<file path="src/rtl/id_ex_pipe_reg_if.sv">
// rtl/id_ex_pipe_reg_if.sv - decode-to-execute bundle, hazard stall and bubble counter
interface id_ex_pipe_reg_if #(
  parameter int DW    = 32,
  parameter int CNT_W = 16
);
  logic             flush;
  logic             id_valid;
  logic [5:0]       id_op;
  logic [5:0]       id_funct;
  logic [4:0]       id_rs;
  logic [4:0]       id_rt;
  logic [4:0]       id_rd;
  logic [DW-1:0]    id_rs_data;
  logic [DW-1:0]    id_rt_data;
  logic [DW-1:0]    id_ext_immed;
  logic [DW-1:0]    id_pc4;

  logic             stall;
  logic             ex_valid;
  logic [5:0]       ex_op;
  logic [5:0]       ex_funct;
  logic [4:0]       ex_rs;
  logic [4:0]       ex_rt;
  logic [4:0]       ex_dst;
  logic [DW-1:0]    ex_rs_data;
  logic [DW-1:0]    ex_rt_data;
  logic [DW-1:0]    ex_immed;
  logic [DW-1:0]    ex_pc4;
  logic             ex_alu_src;
  logic             ex_mem_read;
  logic             ex_mem_write;
  logic             ex_reg_write;
  logic             ex_branch;
  logic [CNT_W-1:0] bubble_cnt;

  modport master (
    output flush, id_valid, id_op, id_funct, id_rs, id_rt, id_rd,
           id_rs_data, id_rt_data, id_ext_immed, id_pc4,
    input  stall, ex_valid, ex_op, ex_funct, ex_rs, ex_rt, ex_dst,
           ex_rs_data, ex_rt_data, ex_immed, ex_pc4, ex_alu_src,
           ex_mem_read, ex_mem_write, ex_reg_write, ex_branch, bubble_cnt
  );

  modport slave (
    input  flush, id_valid, id_op, id_funct, id_rs, id_rt, id_rd,
           id_rs_data, id_rt_data, id_ext_immed, id_pc4,
    output stall, ex_valid, ex_op, ex_funct, ex_rs, ex_rt, ex_dst,
           ex_rs_data, ex_rt_data, ex_immed, ex_pc4, ex_alu_src,
           ex_mem_read, ex_mem_write, ex_reg_write, ex_branch, bubble_cnt
  );
endinterface

</file>
<file path="src/rtl/id_ex_pipe_reg.sv">
// rtl/id_ex_pipe_reg.sv - ID/EX pipeline register with EX control decode and load-use hazard bubble
module id_ex_pipe_reg #(
  parameter int         DW     = 32,
  parameter int         CNT_W  = 16,
  parameter logic [5:0] R_TYPE = 6'd0,
  parameter logic [5:0] BEQ    = 6'd4,
  parameter logic [5:0] LW     = 6'd35,
  parameter logic [5:0] SW     = 6'd43
) (
  input  logic               clk,
  input  logic               rst,
  id_ex_pipe_reg_if.slave    bus
);

  logic             valid_q,     valid_d;
  logic [5:0]       op_q,        op_d;
  logic [5:0]       funct_q,     funct_d;
  logic [4:0]       rs_q,        rs_d;
  logic [4:0]       rt_q,        rt_d;
  logic [4:0]       dst_q,       dst_d;
  logic [DW-1:0]    rs_data_q,   rs_data_d;
  logic [DW-1:0]    rt_data_q,   rt_data_d;
  logic [DW-1:0]    immed_q,     immed_d;
  logic [DW-1:0]    pc4_q,       pc4_d;
  logic             alu_src_q,   alu_src_d;
  logic             mem_read_q,  mem_read_d;
  logic             mem_write_q, mem_write_d;
  logic             reg_write_q, reg_write_d;
  logic             branch_q,    branch_d;
  logic [CNT_W-1:0] cnt_q,       cnt_d;

  logic       is_r, is_beq, is_lw, is_sw;
  logic [4:0] dec_dst;
  logic       stall_w;

  assign is_r    = (bus.id_op == R_TYPE);
  assign is_beq  = (bus.id_op == BEQ);
  assign is_lw   = (bus.id_op == LW);
  assign is_sw   = (bus.id_op == SW);
  assign dec_dst = is_r ? bus.id_rd : (is_lw ? bus.id_rt : 5'd0);

  // lw does not read rt, so only its rs can collide with the load in EX
  assign stall_w = valid_q && mem_read_q && (rt_q != 5'd0) && bus.id_valid &&
                   ((rt_q == bus.id_rs) || ((rt_q == bus.id_rt) && !is_lw));

  always_comb begin
    valid_d     = valid_q;
    op_d        = op_q;
    funct_d     = funct_q;
    rs_d        = rs_q;
    rt_d        = rt_q;
    dst_d       = dst_q;
    rs_data_d   = rs_data_q;
    rt_data_d   = rt_data_q;
    immed_d     = immed_q;
    pc4_d       = pc4_q;
    alu_src_d   = alu_src_q;
    mem_read_d  = mem_read_q;
    mem_write_d = mem_write_q;
    reg_write_d = reg_write_q;
    branch_d    = branch_q;
    cnt_d       = cnt_q;
    if (bus.flush || stall_w) begin
      valid_d     = 1'b0;
      alu_src_d   = 1'b0;
      mem_read_d  = 1'b0;
      mem_write_d = 1'b0;
      reg_write_d = 1'b0;
      branch_d    = 1'b0;
      if (!bus.flush && (cnt_q != {CNT_W{1'b1}})) begin
        cnt_d = cnt_q + CNT_W'(1);
      end
    end else begin
      valid_d     = bus.id_valid;
      op_d        = bus.id_op;
      funct_d     = bus.id_funct;
      rs_d        = bus.id_rs;
      rt_d        = bus.id_rt;
      dst_d       = dec_dst;
      rs_data_d   = bus.id_rs_data;
      rt_data_d   = bus.id_rt_data;
      immed_d     = bus.id_ext_immed;
      pc4_d       = bus.id_pc4;
      // invalid slots carry no side effects downstream
      alu_src_d   = bus.id_valid && (is_lw || is_sw);
      mem_read_d  = bus.id_valid && is_lw;
      mem_write_d = bus.id_valid && is_sw;
      reg_write_d = bus.id_valid && (is_r || is_lw) && (dec_dst != 5'd0);
      branch_d    = bus.id_valid && is_beq;
    end
  end

  always_ff @(posedge clk) begin
    if (rst) begin
      valid_q     <= 1'b0;
      op_q        <= '0;
      funct_q     <= '0;
      rs_q        <= '0;
      rt_q        <= '0;
      dst_q       <= '0;
      rs_data_q   <= '0;
      rt_data_q   <= '0;
      immed_q     <= '0;
      pc4_q       <= '0;
      alu_src_q   <= 1'b0;
      mem_read_q  <= 1'b0;
      mem_write_q <= 1'b0;
      reg_write_q <= 1'b0;
      branch_q    <= 1'b0;
      cnt_q       <= '0;
    end else begin
      valid_q     <= valid_d;
      op_q        <= op_d;
      funct_q     <= funct_d;
      rs_q        <= rs_d;
      rt_q        <= rt_d;
      dst_q       <= dst_d;
      rs_data_q   <= rs_data_d;
      rt_data_q   <= rt_data_d;
      immed_q     <= immed_d;
      pc4_q       <= pc4_d;
      alu_src_q   <= alu_src_d;
      mem_read_q  <= mem_read_d;
      mem_write_q <= mem_write_d;
      reg_write_q <= reg_write_d;
      branch_q    <= branch_d;
      cnt_q       <= cnt_d;
    end
  end

  assign bus.stall        = stall_w;
  assign bus.ex_valid     = valid_q;
  assign bus.ex_op        = op_q;
  assign bus.ex_funct     = funct_q;
  assign bus.ex_rs        = rs_q;
  assign bus.ex_rt        = rt_q;
  assign bus.ex_dst       = dst_q;
  assign bus.ex_rs_data   = rs_data_q;
  assign bus.ex_rt_data   = rt_data_q;
  assign bus.ex_immed     = immed_q;
  assign bus.ex_pc4       = pc4_q;
  assign bus.ex_alu_src   = alu_src_q;
  assign bus.ex_mem_read  = mem_read_q;
  assign bus.ex_mem_write = mem_write_q;
  assign bus.ex_reg_write = reg_write_q;
  assign bus.ex_branch    = branch_q;
  assign bus.bubble_cnt   = cnt_q;

endmodule

</file>
<file path="src/flat_wrapper.sv">
// flat-port wrapper written by rule: the top's interface ports become plain ports
module id_ex_pipe_reg_flat 
#(
  parameter int         DW     = 32,
  parameter int         CNT_W  = 16,
  parameter logic [5:0] R_TYPE = 6'd0,
  parameter logic [5:0] BEQ    = 6'd4,
  parameter logic [5:0] LW     = 6'd35,
  parameter logic [5:0] SW     = 6'd43
)
  (clk, rst, bus_flush, bus_id_valid, bus_id_op, bus_id_funct, bus_id_rs, bus_id_rt, bus_id_rd, bus_id_rs_data, bus_id_rt_data, bus_id_ext_immed, bus_id_pc4, bus_stall, bus_ex_valid, bus_ex_op, bus_ex_funct, bus_ex_rs, bus_ex_rt, bus_ex_dst, bus_ex_rs_data, bus_ex_rt_data, bus_ex_immed, bus_ex_pc4, bus_ex_alu_src, bus_ex_mem_read, bus_ex_mem_write, bus_ex_reg_write, bus_ex_branch, bus_bubble_cnt);
  id_ex_pipe_reg_if #(.DW(DW), .CNT_W(CNT_W)) bus_i ();
  input  logic clk;
  input  logic rst;
  input wire logic [$bits(bus_i.flush)-1:0] bus_flush;
  input wire logic [$bits(bus_i.id_valid)-1:0] bus_id_valid;
  input wire logic [$bits(bus_i.id_op)-1:0] bus_id_op;
  input wire logic [$bits(bus_i.id_funct)-1:0] bus_id_funct;
  input wire logic [$bits(bus_i.id_rs)-1:0] bus_id_rs;
  input wire logic [$bits(bus_i.id_rt)-1:0] bus_id_rt;
  input wire logic [$bits(bus_i.id_rd)-1:0] bus_id_rd;
  input wire logic [$bits(bus_i.id_rs_data)-1:0] bus_id_rs_data;
  input wire logic [$bits(bus_i.id_rt_data)-1:0] bus_id_rt_data;
  input wire logic [$bits(bus_i.id_ext_immed)-1:0] bus_id_ext_immed;
  input wire logic [$bits(bus_i.id_pc4)-1:0] bus_id_pc4;
  output wire logic [$bits(bus_i.stall)-1:0] bus_stall;
  output wire logic [$bits(bus_i.ex_valid)-1:0] bus_ex_valid;
  output wire logic [$bits(bus_i.ex_op)-1:0] bus_ex_op;
  output wire logic [$bits(bus_i.ex_funct)-1:0] bus_ex_funct;
  output wire logic [$bits(bus_i.ex_rs)-1:0] bus_ex_rs;
  output wire logic [$bits(bus_i.ex_rt)-1:0] bus_ex_rt;
  output wire logic [$bits(bus_i.ex_dst)-1:0] bus_ex_dst;
  output wire logic [$bits(bus_i.ex_rs_data)-1:0] bus_ex_rs_data;
  output wire logic [$bits(bus_i.ex_rt_data)-1:0] bus_ex_rt_data;
  output wire logic [$bits(bus_i.ex_immed)-1:0] bus_ex_immed;
  output wire logic [$bits(bus_i.ex_pc4)-1:0] bus_ex_pc4;
  output wire logic [$bits(bus_i.ex_alu_src)-1:0] bus_ex_alu_src;
  output wire logic [$bits(bus_i.ex_mem_read)-1:0] bus_ex_mem_read;
  output wire logic [$bits(bus_i.ex_mem_write)-1:0] bus_ex_mem_write;
  output wire logic [$bits(bus_i.ex_reg_write)-1:0] bus_ex_reg_write;
  output wire logic [$bits(bus_i.ex_branch)-1:0] bus_ex_branch;
  output wire logic [$bits(bus_i.bubble_cnt)-1:0] bus_bubble_cnt;
  assign bus_i.flush = bus_flush;
  assign bus_i.id_valid = bus_id_valid;
  assign bus_i.id_op = bus_id_op;
  assign bus_i.id_funct = bus_id_funct;
  assign bus_i.id_rs = bus_id_rs;
  assign bus_i.id_rt = bus_id_rt;
  assign bus_i.id_rd = bus_id_rd;
  assign bus_i.id_rs_data = bus_id_rs_data;
  assign bus_i.id_rt_data = bus_id_rt_data;
  assign bus_i.id_ext_immed = bus_id_ext_immed;
  assign bus_i.id_pc4 = bus_id_pc4;
  assign bus_stall = bus_i.stall;
  assign bus_ex_valid = bus_i.ex_valid;
  assign bus_ex_op = bus_i.ex_op;
  assign bus_ex_funct = bus_i.ex_funct;
  assign bus_ex_rs = bus_i.ex_rs;
  assign bus_ex_rt = bus_i.ex_rt;
  assign bus_ex_dst = bus_i.ex_dst;
  assign bus_ex_rs_data = bus_i.ex_rs_data;
  assign bus_ex_rt_data = bus_i.ex_rt_data;
  assign bus_ex_immed = bus_i.ex_immed;
  assign bus_ex_pc4 = bus_i.ex_pc4;
  assign bus_ex_alu_src = bus_i.ex_alu_src;
  assign bus_ex_mem_read = bus_i.ex_mem_read;
  assign bus_ex_mem_write = bus_i.ex_mem_write;
  assign bus_ex_reg_write = bus_i.ex_reg_write;
  assign bus_ex_branch = bus_i.ex_branch;
  assign bus_bubble_cnt = bus_i.bubble_cnt;
  id_ex_pipe_reg #(.DW(DW), .CNT_W(CNT_W), .R_TYPE(R_TYPE), .BEQ(BEQ), .LW(LW), .SW(SW)) u_core (.clk(clk), .rst(rst), .bus(bus_i));
endmodule
</file>
<file path="config.mk">
export PLATFORM = sky130hd
export DESIGN_NAME = id_ex_pipe_reg_flat
export DESIGN_NICKNAME = d
export VERILOG_FILES = /design/src/rtl/id_ex_pipe_reg_if.sv /design/src/rtl/id_ex_pipe_reg.sv /design/src/flat_wrapper.sv
export SDC_FILE = /design/constraint.sdc
export NUM_CORES = 1
export LEC_CHECK = 0
export CAP_MARGIN = 20
export CORE_AREA = 5 5 165 167
export DETAILED_ROUTE_END_ITERATION = 8
export DIE_AREA = 0 0 170 172
export GPL_TIMING_DRIVEN = 0
export PLACE_DENSITY_LB_ADDON = 0.08
export SYNTH_ARGS = -nofsm -noshare
export SYNTH_HDL_FRONTEND = slang
export SYNTH_SLANG_ARGS = --single-unit
</file>
<file path="constraint.sdc">
create_clock -name clk -period 1.9 [get_ports clk]
set_clock_uncertainty 0.1 [all_clocks]
set_input_delay 0.19 -clock clk [delete_from_list [all_inputs] [get_ports clk]]
set_output_delay 0.19 -clock clk [all_outputs]
set_load 0.01 [all_outputs]
</file>
==> flow_summary.json, run 1 <==
{
  "critical_path_required_ns": 1.61,
  "grt_max_degree": 17,
  "power_mw": 11.28,
  "grt.overflow.total": 0,
  "num_rows": 59,
  "wl_microns": 44080,
  "die_area_sq_um": 29240,
  "maxCapViolCount": 0,
  "clock-root-buffer": "clkbuf_16",
  "fill_cells": 2055,
  "crit_family": "flip-flops",
  "hp-start": "bus_id_op[0]",
  "power_density_nw_per_um2": 644.2,
  "portBuffers": 335,
  "yosys_warnings": 0,
  "r2r_slack_ns": -0.34,
  "clk_pin_slew_ns": 0.08,
  "syn2layout_area_growth_pct": 62.13,
  "seq_area_frac_synth": 0.3281,
  "status": "finished, violations left",
  "wl_per_cell_microns": 20.92,
  "die_h_microns": 172,
  "p_leak_nw": 6.813,
  "slew_viol_final": 0,
  "clk_path_buf_depth": 2,
  "syn_inst": 1379,
  "final_core_util": 0.6836,
  "viasPerCell": 5.938,
  "initial_core_util": 0.4216,
  "cp.buffers_inverters": 3,
  "failed_checks": "negative setup slack",
  "setup_viol": 172,
  "cp-end-kind": "output pin",
  "synth_top_family_by_area": "simple AND/OR/NAND/NOR gates",
  "fmax_mhz": 444.6,
  "period_share": 1.184,
  "ios": 337,
  "worst_hold_path.num_cells": 3,
  "drt_pre_antenna_iters": 7,
  "holdPathEnd": "u_core.bus.ex_mem_write$_SDFF_PP0_",
  "synth.avg_cell_area_sq_um": 7.832,
  "multi_input_area_sq_um": 8264,
  "gp_congestion": 0.8321,
  "yosysTopAreaCell": "dfxtp_1",
  "synthTopCellsByArea": "dfxtp_1 33%, nor4b_1 12%, a211o_1 12%",
  "r2r-start": "u_core.bus.ex_rt[0]$_SDFFE_PP0N_",
  "synthAdderAreaFrac": 0.001158,
  "postRouteAntennaNets": 0,
  "yosysMostFrequentCell": "nand2_1",
  "timing.rr.end": "u_core.bus.bubble_cnt[12]$_SDFFE_PP0P_",
  "first_iter_violations": 1065,
  "cts.sinks": 177,
  "synth_cell_types": 42,
  "syn-num-nets": 1539,
  "hpwl_microns": 29900,
  "peakVddDrop_mv": 0.3919,
  "worstSetupStartpoint": "u_core.bus.ex_rt[0]$_SDFFE_PP0N_",
  "antenna_found_initial": 1,
  "clk_latency_ns": 0.44,
  "drcViolationCount": 0,
  "cp_slowest_cell": "dfxtp_4",
  "seqCellArea_sq_um": 3566,
  "synthMuxAreaShare": 0.01240,
  "slowest_delay_ns": 0.43,
  "synth_top_cell_area_share": 0.3281,
  "cts_tree": "yes",
  "synthXorXnorAreaFrac": 0.008109,
  "synth-main-ff-cell": "dfxtp_1",
  "coreArea_sq_um": 25620,
  "layout.nets": 1918,
  "die_w_microns": 170,
  "hold_class": "input port to register",
  "netlist_area_sq_um": 10800,
  "final_layout_size_suffix_gt1_frac": 0.1982,
  "hold_viol_final": 0,
  "hold_buffers": 0,
  "cp-start-kind": "register",
  "finalCriticalPeriod_ns": 2.249,
  "r2r.worst_path.cells": 7,
  "routed-via-count": 12510,
  "netlist_top_cells_count": "305 x nand2_1, 177 x dfxtp_1, 153 x o21ai_0, 152 x nor4b_1",
  "grt_pass1_wl_microns": 66140,
  "grtUsageTotal": 0.2782,
  "worst_pin_slew_ns": 0.8839,
  "crit_arrival_ns": 1.96,
  "final.setup.worst_slack_ns": -0.3492,
  "crit_top_cell": "buf_12",
  "yosys.area_share.simple": 0.3755,
  "synth_compound_area_frac": 0.2143,
  "synth-edff-count": 0,
  "crit_chain": "xnor2_2, nand3_2, o32a_4, buf_12, buf_12, nor2_4, buf_6",
  "synth_seq_cells": 177,
  "numCtsBuffers": 17,
  "h-tree-depth": 4,
  "rsz0062_at_grt": "true",
  "setup.worst_path.class": "register to output pin",
  "async_flop_share": 0,
  "cp_max_fo": 4,
  "relSlewSlack": 0.4107,
  "grt_pass1_vias": 12240
}
-- cells in the final DEF, fill, tap and decap left out, types with 7 or more instances in the layout --
master           count
nor2b_1             12
buf_8               10
clkbuf_1            66
dfxtp_1            169
o21ai_0            152
nor3b_1            150
a211o_1            150
nand2_1            305
buf_6               16
a211oi_1            10
nor2_1              12
nor4_4               8
nor4b_4             44
mux2_2              11
clkbuf_16           18
nor4b_2            107
buf_2                7
buf_4               28
clkbuf_2            30
clkbuf_4            11
clkbuf_8            10
clkdlybuf4s50_1    329
-- stage by stage --
stage / setup slack [ns] / TNS (ns) / area (sq um) / hold slack (ns) / std cells
floorplan: -0.1061 / -0.8584 / 11260 / 0.1667 / 1379
global placement: -1.452 / -178.68 / 15040 / 0.3464 / 2049
detailed placement: -1.450 / -186.33 / 15040 / 0.3538 / 2049
CTS: -0.3527 / -37.49 / 16630 / 0.3224 / 2094
global route: -0.3847 / -45.06 / 17510 / 0.1062 / 2106
finish: -0.3492 / -37.22 / 17510 / 0.1011 / 2107
-- how the worst max path moves through the flow --
stage               depth (start not counted)  slack, ns                                     to
finish                                      7      -0.35                              bus_stall
global route                                7      -0.38                              bus_stall
CTS                                         7      -0.35                              bus_stall
detailed placement                          9      -1.45                              bus_stall
global placement                            9      -1.45                              bus_stall
floorplan                                   7      -0.11  u_core.bus.bubble_cnt[2]$_SDFFE_PP0P_
-- registers in the layout (all words and copies together) (netlist names), 6 cells and up --
register,flops
u_core.bus.bubble_cnt,16
u_core.bus.ex_funct,6
u_core.bus.ex_immed,32
u_core.bus.ex_op,6
u_core.bus.ex_pc4,32
u_core.bus.ex_rs_data,32
u_core.bus.ex_rt_data,32
-- repair_timing --
item	CTS	global route
hold endpoints to repair	0	0
pin swaps	7	10
cloned	0	1
setup buffers	14	11
gates resized for setup	210	147
endpoints found under the setup margin	178	180
-- cells by family after synthesis --
kind of cell               after synthesis
adders and majority gates                1
AOI/OAI and AO/OA                      334
buffers and inverters                  165
DFF                                    177
and+or+nand+nor                        680
muxes                                   12
xor gates and xnor gates                10
-- routing by layer --
| metal | wire length [microns] | up-vias | track usage | part of all wire |
|---|---|---|---|---|
| met2 | 21390 | 494 | 0.4676 | 0.49 |
| met4 | 925 | 2 | 0.08090 | 0.021 |
| met1 | 18350 | 6100 | 0.3570 | 0.42 |
| met3 | 3410 | 71 | 0.06767 | 0.077 |
| met5 | 7 | - | 0 | 0.00016 |
| li1 | - | 5844 | - | - |
-- worst reg2reg max path: stages, from the launching register on --
cell and delay (ns):
dfxtp_4 0.43, xnor2_2 0.13, nand3_2 0.10, o32a_4 0.40, buf_4 0.19, buf_8 0.17
or4_1 0.53, a21oi_2 0.13
-- power by group --
part           leakage, nW  total [mW]  switching (mW)  internal [mW]
clock network        0.281        3.73            1.69           2.05
registers             1.48        4.35           0.295           4.06
logic                 5.06        3.20            1.49           1.70
total                 6.81        11.3            3.47           7.81
-- area by class of cell --
cell class                 count  share of cell area
tap                          335             0.02394
clock inverter                12            0.008289
sequential                   177              0.2036
multi-input combinational   1038              0.4720
buffer                       158             0.06109
inverter                       6            0.001286
clock buffer                  20             0.02615
antenna                        1           0.0001429
timing repair buffer         360              0.2035
Power figures use the tool's default switching activity.
==> run 2, diff against run 1 <==
--- a/config.mk
+++ b/config.mk
@@ -6,11 +6,13 @@
 export NUM_CORES = 1
 export LEC_CHECK = 0
 export CAP_MARGIN = 20
-export CORE_AREA = 5 5 165 167
+export CORE_AREA = 5 5 158 160
 export DETAILED_ROUTE_END_ITERATION = 8
-export DIE_AREA = 0 0 170 172
+export DIE_AREA = 0 0 163 165
+export DONT_BUFFER_PORTS = 1
 export GPL_TIMING_DRIVEN = 0
 export PLACE_DENSITY_LB_ADDON = 0.08
+export SETUP_SLACK_MARGIN = 0.02
 export SYNTH_ARGS = -nofsm -noshare
 export SYNTH_HDL_FRONTEND = slang
 export SYNTH_SLANG_ARGS = --single-unit
==> constraint.sdc (replaced) <==
create_clock -name clk -period 2.45 [get_ports clk]
set_clock_uncertainty 0.1 [all_clocks]
set_input_delay 0.245 -clock clk [delete_from_list [all_inputs] [get_ports clk]]
set_output_delay 0.245 -clock clk [all_outputs]
set_load 0.01 [all_outputs]
==> flow_summary.json, run 2 (synthesis results as in run 1) <==
{
  "peakVddDrop_mv": 0.4220,
  "final_core_util": 0.5155,
  "r2r_slack_ns": 0.10,
  "portBuffers": 0,
  "cp_max_fo": 10,
  "first_iter_violations": 1027,
  "place_area_sq_um": 11200,
  "grt_max_degree": 17,
  "clock-root-buffer": "clkbuf_16",
  "rsz0062_at_grt": "true",
  "crit_arrival_ns": 2.59,
  "num_rows": 56,
  "wl_microns": 39990,
  "p_clk_frac": 0.372,
  "drt_pre_antenna_iters": 7,
  "crit_chain": "dlygate4sd3_1, nor3_4, o32a_1, buf_4, buf_2, buf_2, nor4b_1, a211o_1",
  "dpl.cell_count": 1698,
  "postRouteAntennaNets": 0,
  "stdcell_count": 1747,
  "cp-end-kind": "register",
  "routed-via-count": 11060,
  "net-switching-power_mw": 2.300,
  "drcViolationCount": 0,
  "initial_core_util": 0.4643,
  "hold_class": "input port to register",
  "final_cell_mix": "305 x nand2_1, 172 x dfxtp_1, 153 x o21ai_0, 152 x nor4b_1",
  "cts.sinks": 177,
  "netSwitchingFraction": 0.3048,
  "final_common_cell": "nand2_1",
  "setup.worst_path.class": "input port to register",
  "layout.nets": 1567,
  "power_density_nw_per_um2": 629.3,
  "critical_path_required_ns": 2.66,
  "cts_tree": "yes",
  "r2r-start": "u_core.bus.ex_rt[0]$_SDFFE_PP0N_",
  "finalCriticalPeriod_ns": 2.375,
  "die_w_microns": 163,
  "grt_pass1_wl_microns": 60070,
  "final_layout_size_suffix_gt1_frac": 0.06916,
  "numCtsBuffers": 17,
  "grtUsageTotal": 0.2799,
  "period_share": 0.9694,
  "maxCapViolCount": 0,
  "worstSetupStartpoint": "bus_id_op[3]",
  "final_area_sq_um": 11990,
  "worst_pin_slew_ns": 0.8179,
  "clk_pin_slew_ns": 0.07,
  "die_h_microns": 165,
  "p_int_mw": 5.247,
  "cp-start-kind": "input port",
  "p_seq_frac": 0.472,
  "comb_power_share": 0.155,
  "crit_top_cell": "buf_2",
  "grt_pass1_vias": 10280,
  "grt.overflow.total": 0,
  "wl_per_cell_microns": 22.89,
  "slew_viol_final": 0,
  "antenna_found_initial": 18,
  "status": "finished clean",
  "hold_viol_final": 0,
  "fmax_mhz": 421.1,
  "slowest_delay_ns": 0.63,
  "hp-start": "bus_id_rt[3]",
  "setup_viol": 0,
  "gp_congestion": 0.8487,
  "clk_latency_ns": 0.43,
  "cp_slowest_cell": "dlygate4sd3_1",
  "syn2layout_area_growth_pct": 11.04,
  "ios": 337,
  "p_leak_nw": 4.531,
  "coreArea_sq_um": 23260,
  "viasPerCell": 6.328,
  "hpwl_microns": 28330,
  "postCtsSetupBuffers": 0,
  "power_mw": 7.547,
  "clk_path_buf_depth": 2,
  "relSlewSlack": 0.4547,
  "h-tree-depth": 4,
  "whs_ns": 0.02238,
  "die_area_sq_um": 26900
}
[run 2: changes by cell type in the layout (fill, tap and decap cells not counted), sizes merged]
| cell | delta |
|---|---|
| diode | +10 |
| inv | -3 |
| dlygate4sd2 | -1 |
| buf | -35 |
| clkinvlp | -4 |
| o21ai | -1 |
| clkinv | +3 |
| clkbuf | +10 |
| clkdlybuf4s50 | -329 |
| dlymetal6s2s | -4 |
| dlygate4sd3 | +10 |
[run 2: path summary, 6_finish.rpt]
check	endpoint	cells past startpoint
min	u_core.bus.ex_reg_write$_SDFF_PP0_	3
max	u_core.bus.ex_pc4[14]$_SDFFE_PP0N_	8
min reg2reg	u_core.bus.ex_dst[4]$_SDFFE_PP0N_	2
max reg2reg	u_core.bus.bubble_cnt[10]$_SDFFE_PP0P_	7
[run 2: through the flow]
step	setup WS, ns	TNS [ns]
finish	0.07499	0
global route	0.01678	0
CTS	0.02555	0
detailed placement	-0.5967	-71.35
global placement	-0.5378	-67.74
floorplan	0.2991	0
[run 2: cell type report]
class                   instances  area, sq um
repair buffers                 10        100.1
inverters                       6        22.52
flip-flops and latches        177         3562
clock inverters                 8        105.1
multi-input cells            1037         6624
clock buffers                  21        480.5
well taps                     319        399.1
diodes                         11        27.53
fillers                      2295        11270
plain buffers                 158        671.9
[run 2: power by group through the flow]
stage / sequential (mW) / combinational (mW) / clock [mW]
after detailed placement: 3.63 / 1.13 / 0
final: 3.57 / 1.17 / 2.81
after global routing: 3.60 / 1.29 / 2.96
after global placement: 3.63 / 1.12 / 0
after floorplan: 3.49 / 0.880 / 0
after CTS: 3.57 / 1.16 / 2.85
[run 2: repair_timing]
action,CTS,global route
endpoints found under the setup margin,164,138
hold buffers,10,0
gates resized for setup,36,11
gates cloned,0,0
pin swaps,0,3
hold endpoints to repair,5,0
[run 2: worst max-delay path, delay by kind of cell]
kind | cells | cell delay, ns
buffers and inverters | 4 | 1.40
AOI/OAI and AO/OA | 2 | 0.47
and+or+nand+nor | 2 | 0.45
[run 2: layer usage]
layer  track usage  wire length (microns)  share of wire
met5             0                     82         0.0021
met4       0.09074                    982          0.025
met3        0.1043                   4151           0.10
met2        0.4402                  18290           0.46
met1        0.3567                  16480           0.41
==> run 3, diff against run 2 <==
--- a/config.mk
+++ b/config.mk
@@ -5,12 +5,14 @@
 export SDC_FILE = /design/constraint.sdc
 export NUM_CORES = 1
 export LEC_CHECK = 0
+export ABC_AREA = 1
 export CAP_MARGIN = 20
-export CORE_AREA = 5 5 158 160
+export CORE_AREA = 5 5 127 129
 export DETAILED_ROUTE_END_ITERATION = 8
-export DIE_AREA = 0 0 163 165
+export DIE_AREA = 0 0 132 134
 export DONT_BUFFER_PORTS = 1
 export GPL_TIMING_DRIVEN = 0
+export HOLD_SLACK_MARGIN = 0.06
 export PLACE_DENSITY_LB_ADDON = 0.08
 export SETUP_SLACK_MARGIN = 0.02
 export SYNTH_ARGS = -nofsm -noshare
==> flow_summary.json, run 3 <==
{
  "status": "finished clean",
  "clock-root-buffer": "clkbuf_16",
  "final_layout_size_suffix_gt1_frac": 0.06630,
  "postRouteAntennaNets": 0,
  "coreArea_sq_um": 14920,
  "syn-num-nets": 1059,
  "grtUsageTotal": 0.2433,
  "antenna_found_initial": 1,
  "synth_top_cell_area_share": 0.5201,
  "cp_slowest_cell": "dlygate4sd3_1",
  "postCtsSetupBuffers": 0,
  "async_flop_share": 0,
  "layout.nets": 1233,
  "crit_family": "simple AND/OR/NAND/NOR gates",
  "crit_chain": "dlygate4sd3_1, nor2_2, nand2_1, nor2_2, nor2_1, nand2_2, nand2_4, nand2_8, nand2_4, clkbuf_2, o21ai_0, nor2_1",
  "holdPathEnd": "u_core.bus.ex_dst[0]$_SDFFE_PP0N_",
  "final_cell_mix": "349 x nor2_1, 177 x dfxtp_1, 155 x dlygate4sd3_1, 82 x o21ai_0, 73 x o21ai_1",
  "final.setup.worst_slack_ns": 0.2346,
  "clk_latency_ns": 0.42,
  "rsz0062_at_grt": "false",
  "cp_max_fo": 10,
  "maxCapViolCount": 0,
  "drt_pre_antenna_iters": 6,
  "die_w_microns": 132,
  "first_iter_violations": 366,
  "syn_inst": 899,
  "slew_viol_final": 0,
  "netlist_top_cells_count": "349 x nor2_1, 177 x dfxtp_1, 83 x o21ai_0, 72 x nand2_1, 72 x o21ai_1",
  "grt_max_degree": 17,
  "synth-main-ff-cell": "dfxtp_1",
  "grt.overflow.total": 0,
  "cp-end-kind": "register",
  "wl_per_cell_microns": 17.59,
  "synth_top_family_by_area": "simple AND/OR/NAND/NOR gates",
  "synthTopCellsByArea": "dfxtp_1 52%, nor2_1 19%, o21ai_0 6.1%",
  "preCtsSetupSlack_ns": 0.1966,
  "power_density_nw_per_um2": 740.7,
  "final_area_sq_um": 9231,
  "worst_pin_slew_ns": 0.6777,
  "netlist_area_sq_um": 6813,
  "crit_arrival_ns": 2.42,
  "viasPerCell": 5.144,
  "clk_path_buf_depth": 2,
  "setup.worst_path.class": "input port to register",
  "p_leak_nw": 3.880,
  "synthXorXnorAreaFrac": 0.008999,
  "synth.avg_cell_area_sq_um": 7.578,
  "ios": 337,
  "fill_cells": 1276,
  "relSlewSlack": 0.5482,
  "yosysTopAreaCell": "dfxtp_1",
  "yosys.area_share.simple": 0.2615,
  "seqCellArea_sq_um": 3543,
  "yosysMostFrequentCell": "nor2_1",
  "r2r.worst_path.cells": 13,
  "r2r_slack_ns": 0.28,
  "hold_viol_final": 0,
  "wl_microns": 22420,
  "die_area_sq_um": 17690,
  "cp-start-kind": "input port",
  "cp.buffers_inverters": 2,
  "r2r-start": "u_core.bus.ex_rt[4]$_SDFFE_PP0N_",
  "synth_cell_types": 28,
  "critical_path_required_ns": 2.66,
  "synthMuxAreaShare": 0,
  "fmax_mhz": 451.4,
  "numCtsBuffers": 17,
  "initial_core_util": 0.4566,
  "cts.sinks": 177,
  "portBuffers": 0,
  "drcViolationCount": 0,
  "timing.rr.end": "u_core.bus.ex_dst[0]$_SDFFE_PP0N_",
  "hold_class": "input port to register",
  "die_h_microns": 134,
  "grt_pass1_vias": 6472,
  "place_area_sq_um": 7048,
  "hpwl_microns": 16020,
  "synth_compound_area_frac": 0.1319,
  "synthAdderAreaFrac": 0.001837,
  "setup_viol": 0,
  "routed-via-count": 6558,
  "synth_seq_cells": 177,
  "gp_congestion": 0.8691,
  "final_common_cell": "nor2_1",
  "worst_hold_path.num_cells": 3,
  "syn2layout_area_growth_pct": 35.50,
  "period_share": 0.9042,
  "num_rows": 45,
  "multi_input_area_sq_um": 2754,
  "synth-edff-count": 0,
  "cts_tree": "yes",
  "fin_setup_tns_ns": 0,
  "yosys_warnings": 0,
  "peakVddDrop_mv": 0.4464,
  "finalCriticalPeriod_ns": 2.215,
  "grt_pass1_wl_microns": 34700,
  "slowest_delay_ns": 0.63,
  "seq_area_frac_synth": 0.5201,
  "h-tree-depth": 4,
  "hp-start": "bus_id_rd[0]",
  "worstSetupStartpoint": "bus_id_op[3]",
  "clk_pin_slew_ns": 0.07
}
==> run 3: routing by layer <==
layer  share of wire  wire length [microns]  up-vias  track usage
met5               0                      0        -            0
met4           0.039                    871        0       0.1126
met3           0.086                   1937       66      0.08740
met2            0.50                  11100      291       0.4211
met1            0.38                   8509     2992       0.2666
li1                -                      -     3209            -
==> run 3: through the flow <==
step	cells	power, mW	util	hold slack [ns]
finish	1275	6.838	0.6187	0.07795
CTS	1274	6.871	0.6184	0.06349
detailed placement	1087	3.827	0.4724	0.2182
global placement	1087	3.801	0.4724	0.2170
global route	1275	7.110	0.6187	0.1007
floorplan	899	3.669	-	0.2141
==> run 3: timing repair <==
item / in CTS / in global routing
endpoints found under the hold margin: 166 / 0
endpoints found under the setup margin: 0 / 3
hold buffers: 155 / 0
gates resized for setup: 0 / 3
==> run 3: kinds of logic (layout without fill, tap and decap cells) <==
kind of cell / count (synthesis) / count (layout)
AOI/OAI and AO/OA: 176 / 176
xor gates and xnor gates: 7 / 7
adders and majority gates: 1 / 1
buffers and inverters: 87 / 274
DFF: 177 / 177
other: 0 / 1
and+or+nand+nor: 451 / 451
==> run 3: how the worst max path moves through the flow <==
stage / endpoint / slack [ns] / cells past startpoint
final: u_core.bus.ex_pc4[28]$_SDFFE_PP0N_ / 0.23 / 12
after global placement: u_core.bus.ex_pc4[29]$_SDFFE_PP0N_ / 0.21 / 11
after CTS: u_core.bus.ex_pc4[28]$_SDFFE_PP0N_ / 0.16 / 11
after floorplan: u_core.bus.ex_rt[4]$_SDFFE_PP0N_ / 0.71 / 12
after detailed placement: u_core.bus.ex_pc4[28]$_SDFFE_PP0N_ / 0.20 / 11
after global routing: u_core.bus.ex_pc4[23]$_SDFFE_PP0N_ / 0.05 / 11
==> run 3: report_power, final <==
| group | switching, mW | total, mW | internal [mW] |
|---|---|---|---|
| Combinational | 0.350 | 0.698 | 0.347 |
| Clock | 1.17 | 2.86 | 1.69 |
| Sequential | 0.230 | 3.28 | 3.05 |
==> run 3: final cells by class <==
cell class | count | area share
diodes | 1 | 0.0002711
plain buffers | 53 | 0.04188
clock buffers | 20 | 0.04947
clock inverters | 12 | 0.01857
inverters | 34 | 0.01410
multi-input cells | 635 | 0.2983
flip-flops and latches | 177 | 0.3838
well taps | 188 | 0.02548
repair buffers | 155 | 0.1681
==> run 3: worst reg2reg max path: stages, from the launching register on <==
cell and delay (ns):
dfxtp_1 0.54, inv_2 0.05, nand2_1 0.06, nand2_1 0.05, nor2_1 0.10, nand3_1 0.13, nand2_4 0.15, nand2_8 0.08
nand2_4 0.19, buf_6 0.22, buf_6 0.17, nand2_1 0.09, nand2_1 0.06, a21oi_1 0.05
